`src/rtl/lt24_pkg.sv`:
```
// Shared types and constants for the LT24 pixel bus writer.
// Command opcodes, FSM encoding and the window word table.
package lt24_pkg;

  localparam int LT24_DEF_WIDTH  = 240;
  localparam int LT24_DEF_HEIGHT = 320;

  localparam logic [7:0] LT24_CMD_CASET = 8'h2A;
  localparam logic [7:0] LT24_CMD_PASET = 8'h2B;
  localparam logic [7:0] LT24_CMD_RAMWR = 8'h2C;

  localparam logic [3:0] WIN_WORDS = 4'd11;

  typedef enum logic [1:0] {
    ST_IDLE,
    ST_WIN,
    ST_DATA
  } state_t;

  typedef struct packed {
    logic        rs;
    logic [15:0] data;
  } bus_word_t;

  function automatic bus_word_t win_word(
    input logic [3:0] idx,
    input logic [7:0] x,
    input logic [8:0] y,
    input logic [7:0] x_last,
    input logic [8:0] y_last
  );
    bus_word_t  w;
    logic [7:0] b;
    w.rs = 1'b1;
    b    = 8'h00;
    unique case (idx)
      4'd0:    begin w.rs = 1'b0; b = LT24_CMD_CASET; end
      4'd1:    b = 8'h00;
      4'd2:    b = x;
      4'd3:    b = 8'h00;
      4'd4:    b = x_last;
      4'd5:    begin w.rs = 1'b0; b = LT24_CMD_PASET; end
      4'd6:    b = {7'd0, y[8]};
      4'd7:    b = y[7:0];
      4'd8:    b = {7'd0, y_last[8]};
      4'd9:    b = y_last[7:0];
      4'd10:   begin w.rs = 1'b0; b = LT24_CMD_RAMWR; end
      default: b = 8'h00;
    endcase
    w.data = {8'h00, b};
    return w;
  endfunction

endpackage

```
`src/rtl/lt24_pixel_bus_writer_if.sv`:
```
// Pixel write handshake between a renderer and the LT24 writer.
// A transfer happens when pixelWrite and pixelReady are both high.
interface lt24_pixel_bus_writer_if;
  logic [7:0]  xAddr;
  logic [8:0]  yAddr;
  logic [15:0] pixelData;
  logic        pixelWrite;
  logic        pixelReady;

  modport master (
    output xAddr, yAddr, pixelData, pixelWrite,
    input  pixelReady
  );

  modport slave (
    input  xAddr, yAddr, pixelData, pixelWrite,
    output pixelReady
  );
endinterface

```
`src/rtl/lt24_bus_strobe.sv`:
```
// One 8080-style bus word: Wr_n low phase then high phase.
// Holds Data/RS for the whole word; CS_n spans chained words.
module lt24_bus_strobe
  import lt24_pkg::*;
#(
  parameter int WR_LOW_CYCLES  = 2,
  parameter int WR_HIGH_CYCLES = 2
) (
  input  logic        clk,
  input  logic        rst,
  input  logic        i_start,
  input  bus_word_t   i_word,
  output logic        o_done,
  output logic        o_wr_n,
  output logic        o_cs_n,
  output logic        o_rs,
  output logic [15:0] o_data
);

  localparam logic [7:0] LOW_LAST  = 8'(WR_LOW_CYCLES - 1);
  localparam logic [7:0] HIGH_LAST = 8'(WR_HIGH_CYCLES - 1);

  logic [7:0] r_cnt;
  logic       r_high;
  logic       r_busy;

  assign o_done = r_busy & r_high & (r_cnt == HIGH_LAST);

  always_ff @(posedge clk) begin
    if (rst) begin
      r_cnt  <= '0;
      r_high <= 1'b0;
      r_busy <= 1'b0;
      o_wr_n <= 1'b1;
      o_cs_n <= 1'b1;
      o_rs   <= 1'b1;
      o_data <= '0;
    end else if (i_start) begin
      r_cnt  <= '0;
      r_high <= 1'b0;
      r_busy <= 1'b1;
      o_wr_n <= 1'b0;
      o_cs_n <= 1'b0;
      o_rs   <= i_word.rs;
      o_data <= i_word.data;
    end else if (r_busy) begin
      if (!r_high) begin
        if (r_cnt == LOW_LAST) begin
          r_high <= 1'b1;
          r_cnt  <= '0;
          o_wr_n <= 1'b1;
        end else begin
          r_cnt <= r_cnt + 8'd1;
        end
      end else if (o_done) begin
        r_busy <= 1'b0;
        o_cs_n <= 1'b1;
      end else begin
        r_cnt <= r_cnt + 8'd1;
      end
    end
  end

endmodule

```
`src/rtl/lt24_pixel_bus_writer.sv`:
```
// Pixel handshake to LT24 bus: raster-order pixels cost one data
// word, anything else is preceded by a full CASET/PASET/RAMWR window.
module lt24_pixel_bus_writer
  import lt24_pkg::*;
#(
  parameter int LCD_WIDTH      = LT24_DEF_WIDTH,
  parameter int LCD_HEIGHT     = LT24_DEF_HEIGHT,
  parameter int WR_LOW_CYCLES  = 2,
  parameter int WR_HIGH_CYCLES = 2
) (
  input  logic                    clock,
  input  logic                    resetApp,
  lt24_pixel_bus_writer_if.slave  pix,
  output logic                    addrError,
  output logic                    LT24Wr_n,
  output logic                    LT24Rd_n,
  output logic                    LT24CS_n,
  output logic                    LT24RS,
  output logic [15:0]             LT24Data
);

  localparam logic [7:0] X_LAST = 8'(LCD_WIDTH - 1);
  localparam logic [8:0] Y_LAST = 9'(LCD_HEIGHT - 1);

  state_t      r_state;
  logic        r_ready;
  logic        r_err;
  logic [3:0]  r_idx;
  logic [7:0]  r_x;
  logic [8:0]  r_y;
  logic [15:0] r_pix;
  logic        r_next_valid;
  logic [7:0]  r_next_x;
  logic [8:0]  r_next_y;

  logic        w_accept;
  logic        w_in_range;
  logic        w_aligned;
  logic        w_start;
  logic        w_done;
  bus_word_t   w_word;

  assign pix.pixelReady = r_ready;
  assign addrError      = r_err;
  assign LT24Rd_n       = 1'b1;

  assign w_accept   = (r_state == ST_IDLE) & r_ready & pix.pixelWrite;
  assign w_in_range = (pix.xAddr <= X_LAST) & (pix.yAddr <= Y_LAST);
  assign w_aligned  = r_next_valid
                    & (pix.xAddr == r_next_x)
                    & (pix.yAddr == r_next_y);

  // First word is launched on the accept edge so Wr_n falls at N+1.
  always_comb begin
    w_start     = 1'b0;
    w_word.rs   = 1'b1;
    w_word.data = 16'h0000;
    if (w_accept && w_in_range) begin
      w_start = 1'b1;
      if (w_aligned) begin
        w_word.data = pix.pixelData;
      end else begin
        w_word = win_word(4'd0, pix.xAddr, pix.yAddr, X_LAST, Y_LAST);
      end
    end else if ((r_state == ST_WIN) && w_done) begin
      w_start = 1'b1;
      if (r_idx == WIN_WORDS) begin
        w_word.data = r_pix;
      end else begin
        w_word = win_word(r_idx, r_x, r_y, X_LAST, Y_LAST);
      end
    end
  end

  always_ff @(posedge clock) begin
    if (resetApp) begin
      r_state      <= ST_IDLE;
      r_ready      <= 1'b0;
      r_err        <= 1'b0;
      r_idx        <= '0;
      r_x          <= '0;
      r_y          <= '0;
      r_pix        <= '0;
      r_next_valid <= 1'b0;
      r_next_x     <= '0;
      r_next_y     <= '0;
    end else begin
      r_err <= 1'b0;
      unique case (r_state)
        ST_IDLE: begin
          r_ready <= 1'b1;
          if (w_accept) begin
            r_x   <= pix.xAddr;
            r_y   <= pix.yAddr;
            r_pix <= pix.pixelData;
            if (!w_in_range) begin
              r_err <= 1'b1;
            end else begin
              r_ready <= 1'b0;
              r_idx   <= 4'd1;
              r_state <= w_aligned ? ST_DATA : ST_WIN;
            end
          end
        end
        ST_WIN: begin
          if (w_done) begin
            if (r_idx == WIN_WORDS) r_state <= ST_DATA;
            else r_idx <= r_idx + 4'd1;
          end
        end
        ST_DATA: begin
          if (w_done) begin
            r_state      <= ST_IDLE;
            r_ready      <= 1'b1;
            r_next_valid <= 1'b1;
            if (r_x == X_LAST) begin
              r_next_x <= '0;
              r_next_y <= (r_y == Y_LAST) ? '0 : r_y + 9'd1;
            end else begin
              r_next_x <= r_x + 8'd1;
              r_next_y <= r_y;
            end
          end
        end
        default: r_state <= ST_IDLE;
      endcase
    end
  end

  lt24_bus_strobe #(
    .WR_LOW_CYCLES  (WR_LOW_CYCLES),
    .WR_HIGH_CYCLES (WR_HIGH_CYCLES)
  ) u_strobe (
    .clk     (clock),
    .rst     (resetApp),
    .i_start (w_start),
    .i_word  (w_word),
    .o_done  (w_done),
    .o_wr_n  (LT24Wr_n),
    .o_cs_n  (LT24CS_n),
    .o_rs    (LT24RS),
    .o_data  (LT24Data)
  );

endmodule

```
`src/flat_wrapper.sv`:
```
// flat-port wrapper written by rule: the top's interface ports become plain ports
module lt24_pixel_bus_writer_flat import lt24_pkg::*;
#(
  parameter int LCD_WIDTH      = LT24_DEF_WIDTH,
  parameter int LCD_HEIGHT     = LT24_DEF_HEIGHT,
  parameter int WR_LOW_CYCLES  = 2,
  parameter int WR_HIGH_CYCLES = 2
)
  (clock, resetApp, addrError, LT24Wr_n, LT24Rd_n, LT24CS_n, LT24RS, LT24Data, pix_xAddr, pix_yAddr, pix_pixelData, pix_pixelWrite, pix_pixelReady);
  lt24_pixel_bus_writer_if pix_i ();
  input  logic clock;
  input  logic resetApp;
  output logic addrError;
  output logic LT24Wr_n;
  output logic LT24Rd_n;
  output logic LT24CS_n;
  output logic LT24RS;
  output logic [15:0] LT24Data;
  input wire logic [$bits(pix_i.xAddr)-1:0] pix_xAddr;
  input wire logic [$bits(pix_i.yAddr)-1:0] pix_yAddr;
  input wire logic [$bits(pix_i.pixelData)-1:0] pix_pixelData;
  input wire logic [$bits(pix_i.pixelWrite)-1:0] pix_pixelWrite;
  output wire logic [$bits(pix_i.pixelReady)-1:0] pix_pixelReady;
  assign pix_i.xAddr = pix_xAddr;
  assign pix_i.yAddr = pix_yAddr;
  assign pix_i.pixelData = pix_pixelData;
  assign pix_i.pixelWrite = pix_pixelWrite;
  assign pix_pixelReady = pix_i.pixelReady;
  lt24_pixel_bus_writer #(.LCD_WIDTH(LCD_WIDTH), .LCD_HEIGHT(LCD_HEIGHT), .WR_LOW_CYCLES(WR_LOW_CYCLES), .WR_HIGH_CYCLES(WR_HIGH_CYCLES)) u_core (.clock(clock), .resetApp(resetApp), .pix(pix_i), .addrError(addrError), .LT24Wr_n(LT24Wr_n), .LT24Rd_n(LT24Rd_n), .LT24CS_n(LT24CS_n), .LT24RS(LT24RS), .LT24Data(LT24Data));
endmodule
```
`config.mk`:
```
export PLATFORM = sky130hd
export DESIGN_NAME = lt24_pixel_bus_writer_flat
export DESIGN_NICKNAME = d
export VERILOG_FILES = /design/src/rtl/lt24_pkg.sv /design/src/rtl/lt24_pixel_bus_writer_if.sv /design/src/rtl/lt24_bus_strobe.sv /design/src/rtl/lt24_pixel_bus_writer.sv /design/src/flat_wrapper.sv
export SDC_FILE = /design/constraint.sdc
export NUM_CORES = 1
export LEC_CHECK = 0
export CORE_ASPECT_RATIO = 1.5
export CORE_UTILIZATION = 40
export CTS_BUF_LIST = sky130_fd_sc_hd__clkbuf_8 sky130_fd_sc_hd__clkbuf_16
export CTS_CLUSTER_SIZE = 12
export DETAILED_ROUTE_END_ITERATION = 8
export GPL_TIMING_DRIVEN = 0
export HOLD_SLACK_MARGIN = 0.03
export PLACE_DENSITY = 0.62
export RECOVER_POWER = 25
export SLEW_MARGIN = 10
export SYNTH_ARGS = -nofsm -noshare
export SYNTH_HDL_FRONTEND = slang
export SYNTH_HIERARCHICAL = 1
export SYNTH_SLANG_ARGS = --single-unit
```
`constraint.sdc`:
```
create_clock -name clock -period 2.9 [get_ports clock]
set_input_delay 0.58 -clock clock [delete_from_list [all_inputs] [get_ports clock]]
set_output_delay 0.58 -clock clock [all_outputs]
set_load 0.01 [all_outputs]
```
==> impl_metrics.csv, run 1 <==
group,metric,value,unit
clocking,clkTransAtPathRegs,0.07,ns
power_and_ir_drop,peakVddDrop,0.372,mV
finish,n_fill_cell,1031,
synthesis,syn-num-nets,592,
clocking,htree_levels,3,
setup_path,critical_path_buf_inv_count,2,
synthesis,netlist.area_leader.share,40.1,%
grt,grt_pass1_wl,20900,um
setup_path,endpoint_kind,"flip-flop",
grt,grt_max_degree,17,
setup_path,cp-startpoint,"pix_yAddr[6]",
detailed_routing,post-route-drc-count,0,
synthesis,synthFlopType,"dfxtp_1",
outcome,status,"finished, final reports clean",
synthesis,synthArstFlopShare,0,%
grt,top_usage_layer,"met2",
finish,fin_util,51.6,%
floorplan,die_w,87.6,um
placement,place_ws,-0.367,ns
clocking,cts_made_buffers,9,
floorplan,dieArea,11400,sq um
setup_path,crit_path_top_delay_cell,"clkdlybuf4s50_1",
finish,antenna_cells,0,
grt,grt_pass1_vias,4086,
clocking,ctsHoldBuffers,0,
placement,hpwl,9760,um
floorplan,initial_core_util,41.3,%
setup_path,worstPathMaxFanout,9,
synthesis,synth-edff-count,0,
clocking,clk_latency,0.34,ns
setup_path,path_delay_family,"simple AND/OR/NAND/NOR gates",
timing,fin_crit_sh,92.3,%
detailed_routing,routed_wl,13000,um
synthesis,synth.distinct_cells,63,
grt,antenna_found_initial,0,
synthesis,yosys_warnings,6,
min_path,hp-class,"reg -> reg",
detailed_routing,drtAntennaViolNets,0,
timing,timing.fmax,0.374,GHz
detailed_routing,dr.pass1.iters,5,
placement,io_buffers,56,
timing,hold_viol_final,0,
finish,area_growth,25.0,%
timing,maxSlewHeadroom,57.6,%
setup_path,slowest_delay,0.58,ns
power_and_ir_drop,power_density,502,nW/um^2
flow_run,drv_cap,0,
clocking,clockRootBuffer,"clkbuf_16",
timing,worst_slew_pin_slew,0.636,ns
finish,drive_gt1_share,7.43,%
floorplan,core_area,10600,sq um
floorplan,ioPinCount,58,
setup_path,cp-start-kind,"input pin",
power_and_ir_drop,p_leak,2.01,nW
setup_path,rr_startpoint,"u_core/u_strobe/r_cnt[1]",
setup_path,crit_path_frequent_cell,"or2_2",
grt,use_met2,43.2,%
power_and_ir_drop,p_total,2.76,mW
finish,multi_input_area,2450,sq um
timing,timing.final.crit_period,2.68,ns
synthesis,yosysTopAreaCell,"dfxtp_1",
setup_path,crit_chain,"clkdlybuf4s50_1, o21ai_0, and3_1, buf_2, or2_2, or2_2, o32ai_1",
finish,finalInstanceArea,5490,sq um
synthesis,yosysSeqAreaShare,40.1,%
timing,rsz0062_at_grt,"no",
clocking,numClockSinks,88,
grt,grt_use_total,24.0,%
detailed_routing,viasPerCell,5.50,
floorplan,rows,46,
grt,grtUsageMet1,27.8,%
timing,setup_viol,0,
synthesis,ys_ff_latch,88,
timing,fin_worst_skew,0.00735,ns
setup_path,critical_path_class,"in -> reg",
placement,dpl_cell_area,5130,sq um
synthesis,synthTopCellsByArea,"dfxtp_1 (40%), nand2_1 (7.9%), a21oi_1 (7.2%)",
finish,regArea,1760,sq um
detailed_routing,drt_iter0_drc,286,
grt,gr-total-overflow,0,
floorplan,die_y,130,um
synthesis,avgSynthCellArea,8.02,sq um
detailed_routing,wl_per_cell,17.0,um
finish,nets,658,
synthesis,syn-cell-area,4390,sq um
placement,place_congestion,0.873,
detailed_routing,vias,4193,
synthesis,syn_inst,548,
min_path,holdCritStartpoint,"u_core/r_pix[14]",
timing,finalWorstSetupSlack,0.224,ns
setup_path,arrival,2.92,ns
grt,grt_use_met3,3.67,%
clocking,clock_path_buffers,2,
timing,slew_viol_final,0,
setup_path,cp.required,3.14,ns
clocking,cts_tree,"done",
[metrics by stage]
step | hold WS (ns) | TNS, ns | instances
after floorplan | 0.436 | 0 | 548
after global placement | 0.442 | -5.77 | 748
after detailed placement | 0.447 | -7.85 | 748
after CTS | 0.456 | 0 | 763
after global routing | 0.474 | 0 | 763
final | 0.455 | 0 | 763
[logic make-up after synthesis]
kind of cell | count (synthesis) | share of synthesized area, %
compound gates | 138 | 19.2
flops | 88 | 40.1
xor+xnor | 30 | 5.98
mux | 19 | 4.36
other cells | 1 | 0.0853
buf+inv | 51 | 4.93
simple gates | 213 | 23.1
fa+ha+maj | 8 | 2.28
[what timing repair did]
item	CTS	global route
setup buffers	1	0
gates resized for setup	6	6
pin swaps	1	1
setup endpoints to repair	39	32
[power breakdown]
group          switching (mW)  internal, mW  leakage (nW)
registers              0.0353          1.24         0.714
logic                   0.152         0.114          1.14
clock network           0.511         0.705         0.152
[synthesized netlist by cell type (all sizes together) (3+ instances only)]
library cell,number
xnor2,6
o21ai,28
a221o,4
and3b,3
buf,14
xor2,24
a22o,9
nand2,93
a211oi,6
nor3,10
or2,3
nand4,11
nor2b,5
inv,14
nor2,47
ha,8
and3,4
nand3,14
dfxtp,88
a22oi,3
nand2b,3
clkbuf,23
nor4,8
a31oi,5
a21oi,63
mux2i,18
[worst register-to-register path, stage by stage (launching register included)]
cell	delay (ns)
dfxtp_1	0.39
inv_1	0.06
ha_1	0.18
nor4b_2	0.17
and2_4	0.16
nand2_1	0.15
nor2_4	0.08
and3b_1	0.26
or2_2	0.39
or2_2	0.41
o32ai_1	0.30
[sequential cells by signal (all words and copies together) (netlist names), 2 cells and up]
| name | cells |
|---|---|
| u_core/r_next_y | 9 |
| u_core/r_x | 8 |
| u_core/r_idx | 4 |
| u_core/r_state | 2 |
| u_core/r_pix | 16 |
| u_core/u_strobe/r_cnt | 8 |
| u_core/r_y | 9 |
| u_core/r_next_x | 8 |
| u_core/u_strobe/o_data | 16 |
[layout by cell type, fill, tap and decap left out, drive strengths merged, types with 14 or more instances in the layout]
cell type      Yosys  final
dfxtp             88     88
nand3             14     14
nor2              47     47
inv               14     17
xor2              24     24
clkdlybuf4s50      0     34
mux2i             18     18
a21oi             63     63
buf               14     14
dlygate4sd3        0     22
o21ai             28     28
clkbuf            23     32
nand2             93     93
[layout make-up]
type | count | area share [%]
Buffer | 35 | 3.01
Clock buffer | 10 | 4.35
Clock inverter | 6 | 1.37
Inverter | 14 | 0.957
Multi-Input combinational cell | 409 | 44.6
Sequential cell | 88 | 32.1
Tap cell | 144 | 3.28
Timing Repair Buffer | 57 | 10.3
[path summary, 6_finish.rpt]
path	cells after the start	end	slack, ns
worst max-delay path	7	u_core/u_strobe/r_cnt[1]	0.22
worst min-delay path	2	u_core/r_pix[14]	0.46
worst max register to register	10	u_core/u_strobe/r_cnt[1]	0.26
worst min register to register	2	u_core/r_pix[14]	0.46
[metal layers]
layer / vias to the layer above / wire length, um
li1: 2048 / -
met1: 1991 / 5300
met2: 129 / 6730
met3: 25 / 522
met4: 0 / 437
met5: - / 0
Note: power is estimated with default switching activity, not from simulation.
==> run 2, diff against run 1 <==
--- a/config.mk
+++ b/config.mk
@@ -10,7 +10,7 @@
 export CTS_BUF_LIST = sky130_fd_sc_hd__clkbuf_8 sky130_fd_sc_hd__clkbuf_16
 export CTS_CLUSTER_SIZE = 12
 export DETAILED_ROUTE_END_ITERATION = 8
-export GPL_TIMING_DRIVEN = 0
+export GPL_TIMING_DRIVEN = 1
 export HOLD_SLACK_MARGIN = 0.03
 export PLACE_DENSITY = 0.62
 export RECOVER_POWER = 25
==> run 2 against run 1 <==
  * Core utilization decreased by 0.11 points
  * Non-clock buffer count decreased by 13
  * Sequential power about the same
  * Die area unchanged
==> impl_metrics.csv, run 2 (synthesis results as in run 1) <==
group,metric,value,unit
outcome,status,"finished, final reports clean",
timing,fin_worst_skew,0.00618,ns
setup_path,cp.required,3.15,ns
detailed_routing,viasPerCell,5.47,
setup_path,critical_path_class,"reg -> reg",
min_path,holdCritStartpoint,"u_core/r_pix[9]",
min_path,hp-class,"reg -> reg",
floorplan,die_y,130,um
timing,maxSlewHeadroom,33.8,%
detailed_routing,vias,4097,
clocking,numClockSinks,88,
placement,dp.cells,734,
setup_path,worstPathMaxFanout,10,
setup_path,endpoint_kind,"flip-flop",
clocking,ctsHoldBuffers,0,
detailed_routing,drtAntennaViolNets,0,
placement,io_buffers,56,
timing,timing.setup.tns,0,ns
timing,fin_crit_sh,89.6,%
detailed_routing,post-route-drc-count,0,
finish,nets,645,
timing,worst_slew_pin_slew,0.993,ns
placement,place_congestion,0.884,
detailed_routing,routed_wl,11800,um
detailed_routing,drt_iter0_drc,196,
clocking,htree_levels,3,
floorplan,initial_core_util,41.3,%
timing,timing.fmax,0.385,GHz
clocking,clockRootBuffer,"clkbuf_16",
finish,regArea,1760,sq um
finish,layout_commonest_cell,"nand2_1",
floorplan,rows,46,
clocking,clock_path_buffers,2,
setup_path,arrival,2.85,ns
floorplan,ioPinCount,58,
setup_path,rr_startpoint,"u_core/u_strobe/r_cnt[1]",
timing,hold_viol_final,0,
floorplan,dieArea,11400,sq um
power_and_ir_drop,p_total,2.68,mW
flow_run,drv_cap,0,
clocking,cts_tree,"done",
finish,n_fill_cell,1040,
detailed_routing,wl_per_cell,15.8,um
grt,grt_use_total,22.3,%
floorplan,core_area,10600,sq um
grt,gr-total-overflow,0,
finish,final_cell_mix,"nand2_1 (93), dfxtp_1 (88), a21oi_1 (63)",
grt,antenna_found_initial,0,
clocking,clkTransAtPathRegs,0.06,ns
timing,rsz0062_at_grt,"no",
placement,hpwl,8670,um
finish,drive_gt1_share,7.93,%
power_and_ir_drop,power_density,489,nW/um^2
finish,area_growth,24.8,%
clocking,clk_latency,0.34,ns
finish,multi_input_area,2420,sq um
detailed_routing,dr.pass1.iters,5,
setup_path,cp-startpoint,"u_core/u_strobe/r_cnt[1]",
grt,grt_max_degree,51,
timing,setup_viol,0,
clocking,cts_made_buffers,9,
timing,timing.final.crit_period,2.60,ns
floorplan,die_w,87.6,um
finish,reg.largest.list,"u_core/r_pix x16, u_core/u_strobe/o_data x16",
grt,grt_pass1_vias,3910,
finish,antenna_cells,0,
power_and_ir_drop,p_leak,1.97,nW
timing,slew_viol_final,0,
setup_path,cp-start-kind,"flip-flop",
finish,layout.cells.non_filler,749,
grt,grt_pass1_wl,19500,um
power_and_ir_drop,peakVddDrop,0.294,mV
finish,fin_util,51.5,%
[run 2: cell count changes in the layout (fill, tap and decap cells not counted), moves of 2 or more]
| cell | change |
|---|---|
| inv_1 | +2 |
| clkbuf_1 | -19 |
| inv_6 | -2 |
| buf_4 | +14 |
| dlygate4sd3_1 | -21 |
| buf_2 | -7 |
| buf_12 | +4 |
| clkdlybuf4s50_1 | +20 |
[run 2: timing repair]
item | 4_1_cts | 5_1_grt
buffers inserted | 0 | 0
endpoints found under the setup margin | 0 | 13
gates resized for setup | 0 | 2
[run 2: path summary, 6_finish.rpt]
kind	endpoint	cells after the start	slack, ns
setup reg to reg	u_core/u_strobe/r_cnt[1]	10	0.30
hold reg to reg	u_core/r_pix[9]	2	0.46
hold / removal	u_core/r_pix[9]	2	0.46
setup / recovery	u_core/u_strobe/r_cnt[1]	10	0.30
[run 2: area by class of cell]
class,count,area share [%]
multi-input cells,409,44.2
clock inverters,5,0.913
inverters,14,0.958
well taps,144,3.29
flip-flops and latches,88,32.1
repair buffers,79,14.1
clock buffers,10,4.36
[run 2: routing by layer]
| layer | part of all wire [%] | GRT usage, % |
|---|---|---|
| met1 | 42 | 26.4 |
| met2 | 51 | 38.0 |
| met3 | 3.7 | 4.05 |
| met4 | 2.9 | 11.6 |
| met5 | 0 | 0 |
[run 2: through the flow]
stage / hold slack (ns) / cell area [sq um] / setup slack [ns]
2_1_floorplan: 0.436 / 4390 / 0.427
3_3_place_gp: 0.441 / 5190 / 0.0867
3_5_place_dp: 0.451 / 5190 / 0.0751
4_1_cts: 0.459 / 5480 / 0.174
5_1_grt: 0.467 / 5480 / 0.0707
6_report: 0.457 / 5480 / 0.300
[run 2: report_power, final]
group,total (mW),internal (mW),switching (mW)
Sequential,1.28,1.24,0.0408
Combinational,0.259,0.122,0.136
Clock,1.14,0.678,0.459
[run 2: critical path, stage by stage, from the launching register on]
cell and delay [ns]:
dfxtp_1 0.40, inv_1 0.06, ha_1 0.18, nor4b_2 0.16, and2_4 0.16, nand2_1 0.12
nor2_2 0.08, and3b_1 0.24, or2_2 0.41, or2_2 0.42, o32ai_1 0.27
